[src/rtl/bus_rx_node.sv]
// bus_rx_node: receive endpoint for the single-wire serial node bus.
// Samples bus_in once per clock and frames each packet:
//   start(1) src(4) dst(4) data(64) crc(4), all fields MSB first.
// Frames for this node (or for broadcast, when enabled) are CRC-checked;
// good frames update rx_data/rx_src. Either outcome raises a one-cycle pulse.
//
// Ports:
//   clock      - rising-edge clock, one bus bit per cycle
//   reset      - synchronous, active-high
//   bus_in     - serial bus line, idle 0
//   rx_data    - payload of the last accepted frame
//   rx_src     - source address of the last accepted frame
//   rx_valid   - one-cycle pulse, good frame for this node
//   rx_crc_err - one-cycle pulse, addressed frame failed the CRC
//   busy       - high while a frame is being deserialised (not in idle)
//   good_cnt   - saturating count of accepted frames
//   err_cnt    - saturating count of CRC-failed addressed frames
module bus_rx_node #(
  parameter logic [3:0] NODE_ADDR    = 4'd1,
  parameter bit         BROADCAST_EN = 1'b1,
  parameter logic [3:0] CRC_POLY     = 4'b0011
) (
  input  logic        clock,
  input  logic        reset,
  input  logic        bus_in,
  output logic [63:0] rx_data,
  output logic [3:0]  rx_src,
  output logic        rx_valid,
  output logic        rx_crc_err,
  output logic        busy,
  output logic [7:0]  good_cnt,
  output logic [7:0]  err_cnt
);

  typedef enum logic [2:0] {
    StIdle,
    StSrc,
    StDst,
    StData,
    StCrc,
    StDone
  } state_e;

  state_e      state_q, state_d;
  logic [5:0]  bit_cnt_q, bit_cnt_d;
  logic [3:0]  src_sr_q, src_sr_d;
  logic [3:0]  dst_sr_q, dst_sr_d;
  logic [63:0] data_sr_q, data_sr_d;
  logic [3:0]  crc_sr_q, crc_sr_d;
  logic [3:0]  crc_q, crc_d;
  logic [63:0] rx_data_q, rx_data_d;
  logic [3:0]  rx_src_q, rx_src_d;
  logic        rx_valid_q, rx_valid_d;
  logic        rx_crc_err_q, rx_crc_err_d;
  logic [7:0]  good_cnt_q, good_cnt_d;
  logic [7:0]  err_cnt_q, err_cnt_d;

  logic addr_match;
  logic crc_ok;

  // One serial step of the CRC: remainder of data(x)*x^4 mod g(x).
  function automatic logic [3:0] crc_step(input logic [3:0] c, input logic d);
    logic fb;
    fb = d ^ c[3];
    return {c[2:0], 1'b0} ^ (fb ? CRC_POLY : 4'b0000);
  endfunction

  always_comb begin
    addr_match = (dst_sr_q == NODE_ADDR) || (BROADCAST_EN && (dst_sr_q == 4'hF));
    crc_ok     = (crc_q == crc_sr_q);
  end

  // Next-state and datapath
  always_comb begin
    state_d      = state_q;
    bit_cnt_d    = bit_cnt_q;
    src_sr_d     = src_sr_q;
    dst_sr_d     = dst_sr_q;
    data_sr_d    = data_sr_q;
    crc_sr_d     = crc_sr_q;
    crc_d        = crc_q;
    rx_data_d    = rx_data_q;
    rx_src_d     = rx_src_q;
    rx_valid_d   = 1'b0;
    rx_crc_err_d = 1'b0;
    good_cnt_d   = good_cnt_q;
    err_cnt_d    = err_cnt_q;

    unique case (state_q)
      StIdle: begin
        if (bus_in) begin
          state_d   = StSrc;
          bit_cnt_d = 6'd0;
          crc_d     = 4'h0;
        end
      end

      StSrc: begin
        src_sr_d = {src_sr_q[2:0], bus_in};
        if (bit_cnt_q == 6'd3) begin
          state_d   = StDst;
          bit_cnt_d = 6'd0;
        end else begin
          bit_cnt_d = bit_cnt_q + 6'd1;
        end
      end

      StDst: begin
        dst_sr_d = {dst_sr_q[2:0], bus_in};
        if (bit_cnt_q == 6'd3) begin
          state_d   = StData;
          bit_cnt_d = 6'd0;
        end else begin
          bit_cnt_d = bit_cnt_q + 6'd1;
        end
      end

      StData: begin
        data_sr_d = {data_sr_q[62:0], bus_in};
        crc_d     = crc_step(crc_q, bus_in);
        if (bit_cnt_q == 6'd63) begin
          state_d   = StCrc;
          bit_cnt_d = 6'd0;
        end else begin
          bit_cnt_d = bit_cnt_q + 6'd1;
        end
      end

      StCrc: begin
        crc_sr_d = {crc_sr_q[2:0], bus_in};
        if (bit_cnt_q == 6'd3) begin
          state_d   = StDone;
          bit_cnt_d = 6'd0;
        end else begin
          bit_cnt_d = bit_cnt_q + 6'd1;
        end
      end

      StDone: begin
        if (addr_match) begin
          if (crc_ok) begin
            rx_valid_d = 1'b1;
            rx_data_d  = data_sr_q;
            rx_src_d   = src_sr_q;
            if (good_cnt_q != 8'hFF) good_cnt_d = good_cnt_q + 8'd1;
          end else begin
            rx_crc_err_d = 1'b1;
            if (err_cnt_q != 8'hFF) err_cnt_d = err_cnt_q + 8'd1;
          end
        end
        // A 1 here is the start bit of a back-to-back frame.
        if (bus_in) begin
          state_d   = StSrc;
          bit_cnt_d = 6'd0;
          crc_d     = 4'h0;
        end else begin
          state_d = StIdle;
        end
      end

      default: begin
        state_d   = StIdle;
        bit_cnt_d = 6'd0;
      end
    endcase
  end

  always_ff @(posedge clock) begin
    if (reset) begin
      state_q      <= StIdle;
      bit_cnt_q    <= 6'd0;
      src_sr_q     <= 4'h0;
      dst_sr_q     <= 4'h0;
      data_sr_q    <= 64'h0;
      crc_sr_q     <= 4'h0;
      crc_q        <= 4'h0;
      rx_data_q    <= 64'h0;
      rx_src_q     <= 4'h0;
      rx_valid_q   <= 1'b0;
      rx_crc_err_q <= 1'b0;
      good_cnt_q   <= 8'h0;
      err_cnt_q    <= 8'h0;
    end else begin
      state_q      <= state_d;
      bit_cnt_q    <= bit_cnt_d;
      src_sr_q     <= src_sr_d;
      dst_sr_q     <= dst_sr_d;
      data_sr_q    <= data_sr_d;
      crc_sr_q     <= crc_sr_d;
      crc_q        <= crc_d;
      rx_data_q    <= rx_data_d;
      rx_src_q     <= rx_src_d;
      rx_valid_q   <= rx_valid_d;
      rx_crc_err_q <= rx_crc_err_d;
      good_cnt_q   <= good_cnt_d;
      err_cnt_q    <= err_cnt_d;
    end
  end

  assign rx_data    = rx_data_q;
  assign rx_src     = rx_src_q;
  assign rx_valid   = rx_valid_q;
  assign rx_crc_err = rx_crc_err_q;
  assign busy       = (state_q != StIdle);
  assign good_cnt   = good_cnt_q;
  assign err_cnt    = err_cnt_q;

endmodule

[config.mk]
export PLATFORM = sky130hd
export DESIGN_NAME = bus_rx_node
export DESIGN_NICKNAME = d
export VERILOG_FILES = /design/src/rtl/bus_rx_node.sv
export SDC_FILE = /design/constraint.sdc
export NUM_CORES = 1
export LEC_CHECK = 0
export CAP_MARGIN = 30
export CORE_UTILIZATION = 49
export CTS_BUF_LIST = sky130_fd_sc_hd__clkbuf_16
export CTS_CLUSTER_DIAMETER = 30
export DETAILED_ROUTE_END_ITERATION = 16
export PLACE_DENSITY = 0.74
export SLEW_MARGIN = 20
export SYNTH_ARGS = -nofsm -noshare
export SYNTH_HDL_FRONTEND = slang
export SYNTH_SLANG_ARGS = --single-unit
[constraint.sdc]
create_clock -name clock -period 2 [get_ports clock]
set_clock_uncertainty 0.15 [all_clocks]
set_input_delay 0.5 -clock clock [delete_from_list [all_inputs] [get_ports clock]]
set_output_delay 0.5 -clock clock [all_outputs]
set_load 0.05 [all_outputs]
==> summary.md, run 1 <==
| Metric | Value |
|---|---|
| Hold Vio Cnt, Final | 0 |
| Worst setup margin | 0.0003728 ns |
| Area Growth Syn to Fin | 24.16% |
| Clock sink count | 175 |
| TritonCTS clock tree | yes |
| Yosys cell types | 46 |
| H-tree depth | 4 |
| RSZ-0062 raised after global routing | yes |
| Post-route ant nets | 0 |
| Total Power | 6.855 mW |
| Mapped Area | 6558 µm² |
| Port bufs | 89 |
| Clk Latency, worst-skew pair | 0.42 ns |
| Clk slew on worst S/H paths | 0.06 ns |
| Pwr dens | 842.0 nW/µm² |
| First-pass GRT wire length | 23.22 mm |
| Busiest grt layer | met2 |
| Crit Path Max Fanout | 2 |
| GRT met3 Usage | 4.700% |
| Worst slack at placement | -0.3439 ns |
| Critical path arrival | 1.35 ns |
| Cells after synthesis | 810 |
| Status | finished, final reports clean |
| CTS max path bufs | 2 |
| Initial Util | 51.13% |
| Maximum vdd ir drop | 418.7 µV |
| Max-slew violations | 0 |
| Max Cap Viol | 0 |
| Syn_nets | 816 |
| Initial antenna violation count | 0 |
| CTS Root Cell | clkbuf_16 |
| Core area | 12820 µm² |
| Least-Margin Pin Slew | 0.5479 ns |
| CP delay by family, top | simple AND/OR/NAND/NOR gates |
| Dominant synthesized flop cell | dfxtp_1 |
| Worst-path cell chain | buf_6 -> or3_4 -> buf_12 |
| Critical Path Max Stage Delay | 0.34 ns |
| Gr usage total | 20.27% |
| Vias per cell | 5.176 |
| Share of cells above drive strength 1 | 19.36% |
| Post-detail-place hpwl | 9.367 mm |
| Fill cells | 1134 |
| Post-synth EDFFs | 0 |
| Lkg Pwr | 2.949 nW |
| Hold Buf Count CTS | 0 |
| Final Util | 63.48% |
| Row count | 41 |
| Drt first pass iters | 5 |
| Setup_tns | 0 ns |
| Largest net degree at the start of global routing | 65 |
| Slew headroom | 63.40% |
| CP startpoint kind | flip-flop |
| Drt drc | 0 |
| Tcrit/Tclk final | 99.98% |
| Fin area | 8142 µm² |
| Fmax | 500.1 MHz |
| Final min period | 2.000 ns |
| Warnings from Yosys | 0 |
| Yosys reg bits | 175 |
| Most frequent cells in the layout | 281 x nand2_1, 168 x dfxtp_1, 145 x a21oi_1, 109 x buf_4, 32 x nor2_1 |
| Fin cells | 1076 |
| Die Ht | 117.7 µm |
| Mean Syn Cell Area | 8.096 µm² |
| Crit. End Element | output pin |
| IO Pins | 90 |
| Sum of buffers and inverters on the critical path | 2 |
| CP max stage cell | or3_4 |
| Register area share after synthesis | 53.42% |
| Vias in the first global route | 5052 |
| Met2 Resource Use GR | 32.90% |
| WL per Instance | 12.97 µm |
| GRT met1 Usage | 25.72% |
| CP Class | reg2out |
| Min-delay worst type | reg2reg |
| Dpl cell area | 7495 µm² |
| # setup viols final | 0 |
| Grt ovf | 0 |
| Final GP Congestion | 0.7526 |
| Nets@finish | 897 |
| Async set or reset register ratio after synthesis | 0% |
| ANT cells | 0 |
| Detailed Route WL | 13.95 mm |
| Vias post-DR | 5569 |
| Clock buffer count from CTS | 17 |
| Most common cell after layout, fill and taps aside | nand2_1 |
| Placed insts | 1040 |
| Hold WS | 0.3060 ns |
| Data required, critical path | 1.35 ns |
| Die footprint | 13850 µm² |
| Die Width | 117.7 µm |
| DR iter-0 viols | 273 |
[state kept, by name, summed over array words and instances, names as in the netlist, 3 cells and up]
signal / cells
bit_cnt_q: 6
state_q: 3
rx_data: 64
err_cnt: 8
data_sr_q: 64
crc_sr_q: 4
dst_sr_q: 4
good_cnt: 8
src_sr_q: 4
rx_src: 4
crc_q: 4
[final cells by class]
cell class	instances	area [µm²]	share of cell area, %
Clock buffer	17	425.4	5.225
Clock inverter	15	146.4	1.798
Inverter	3	11.26	0.1383
Multi-Input combinational cell	576	2849	34.99
Sequential cell	175	3515	43.17
Tap cell	172	215.2	2.643
Timing Repair Buffer	118	979.7	12.03
[cells by family after synthesis]
| group | count (synthesis) | synth area share (%) |
|---|---|---|
| compound gates | 170 | 13.83 |
| xor+xnor | 14 | 1.870 |
| fa+ha+maj | 3 | 0.5725 |
| buf+inv | 59 | 3.740 |
| flops | 175 | 53.42 |
| mux | 16 | 2.480 |
| simple gates | 373 | 24.08 |
[timing repair]
action | CTS | global route
pin swaps | 1 | 1
setup endpoints to repair | 1 | 6
endpoints found under the hold margin | 0 | 0
gates resized for setup | 6 | 6
buffers inserted | 3 | 1
[worst min-delay path, cell delays in order, from the launching register on]
cell and delay (ns):
dfxtp_1 0.31, nand2_1 0.05, a21oi_1 0.05
[report_power, final]
| group | internal (mW) | switching [mW] |
|---|---|---|
| combinational | 0.0667 | 0.106 |
| clock | 1.83 | 1.35 |
| sequential | 3.49 | 0.00936 |
[synthesized netlist by cell type (2+ instances only)]
cell | n | area (µm²)
nor3_1 | 5 | 25.02
buf_1 | 2 | 7.510
buf_2 | 13 | 65.06
nor2b_1 | 8 | 50.05
xor2_1 | 8 | 70.07
nand2_1 | 282 | 1059
nand4_1 | 5 | 31.28
and2_1 | 2 | 12.51
or4_1 | 4 | 30.03
o31ai_1 | 4 | 30.03
a22oi_1 | 3 | 22.52
clkbuf_1 | 39 | 146.4
nand2b_1 | 3 | 18.77
ha_1 | 3 | 37.54
or3_1 | 8 | 50.05
nand3_1 | 7 | 35.03
o21ai_0 | 6 | 30.03
inv_1 | 3 | 11.26
xnor2_1 | 6 | 52.55
nor2_1 | 32 | 120.1
a31oi_1 | 2 | 12.51
a21oi_1 | 146 | 730.7
dfxtp_1 | 175 | 3503
buf_4 | 2 | 15.01
mux2i_1 | 14 | 140.1
mux2_2 | 2 | 22.52
and3_1 | 6 | 37.54
or3b_2 | 2 | 17.52
[per-layer routing]
| layer | share of wire, % | up-vias | routed length, µm |
|---|---|---|---|
| met5 | 0 | - | 0 |
| met4 | 1.9 | 0 | 269 |
| met3 | 4.2 | 23 | 593 |
| met2 | 47 | 144 | 6590 |
| met1 | 47 | 2562 | 6499 |
| li1 | - | 2840 | - |
[worst paths after layout]
kind                                   from          end  slack, ns  cells past startpoint
worst max register to register   state_q[1]  good_cnt[5]       0.03                      6
worst min register to register  rx_data[22]  rx_data[22]       0.31                      2
worst max-delay path             state_q[1]         busy     0.0004                      3
worst min-delay path            rx_data[22]  rx_data[22]       0.31                      2
(Power assumes the default switching activity.)
==> inputs of run 2 (changes only) <==
CTS_CLUSTER_SIZE = 40   (was default)
==> results of run 2 <==
Same layout as run 1: the final DEF is identical, and so are final timing and power.
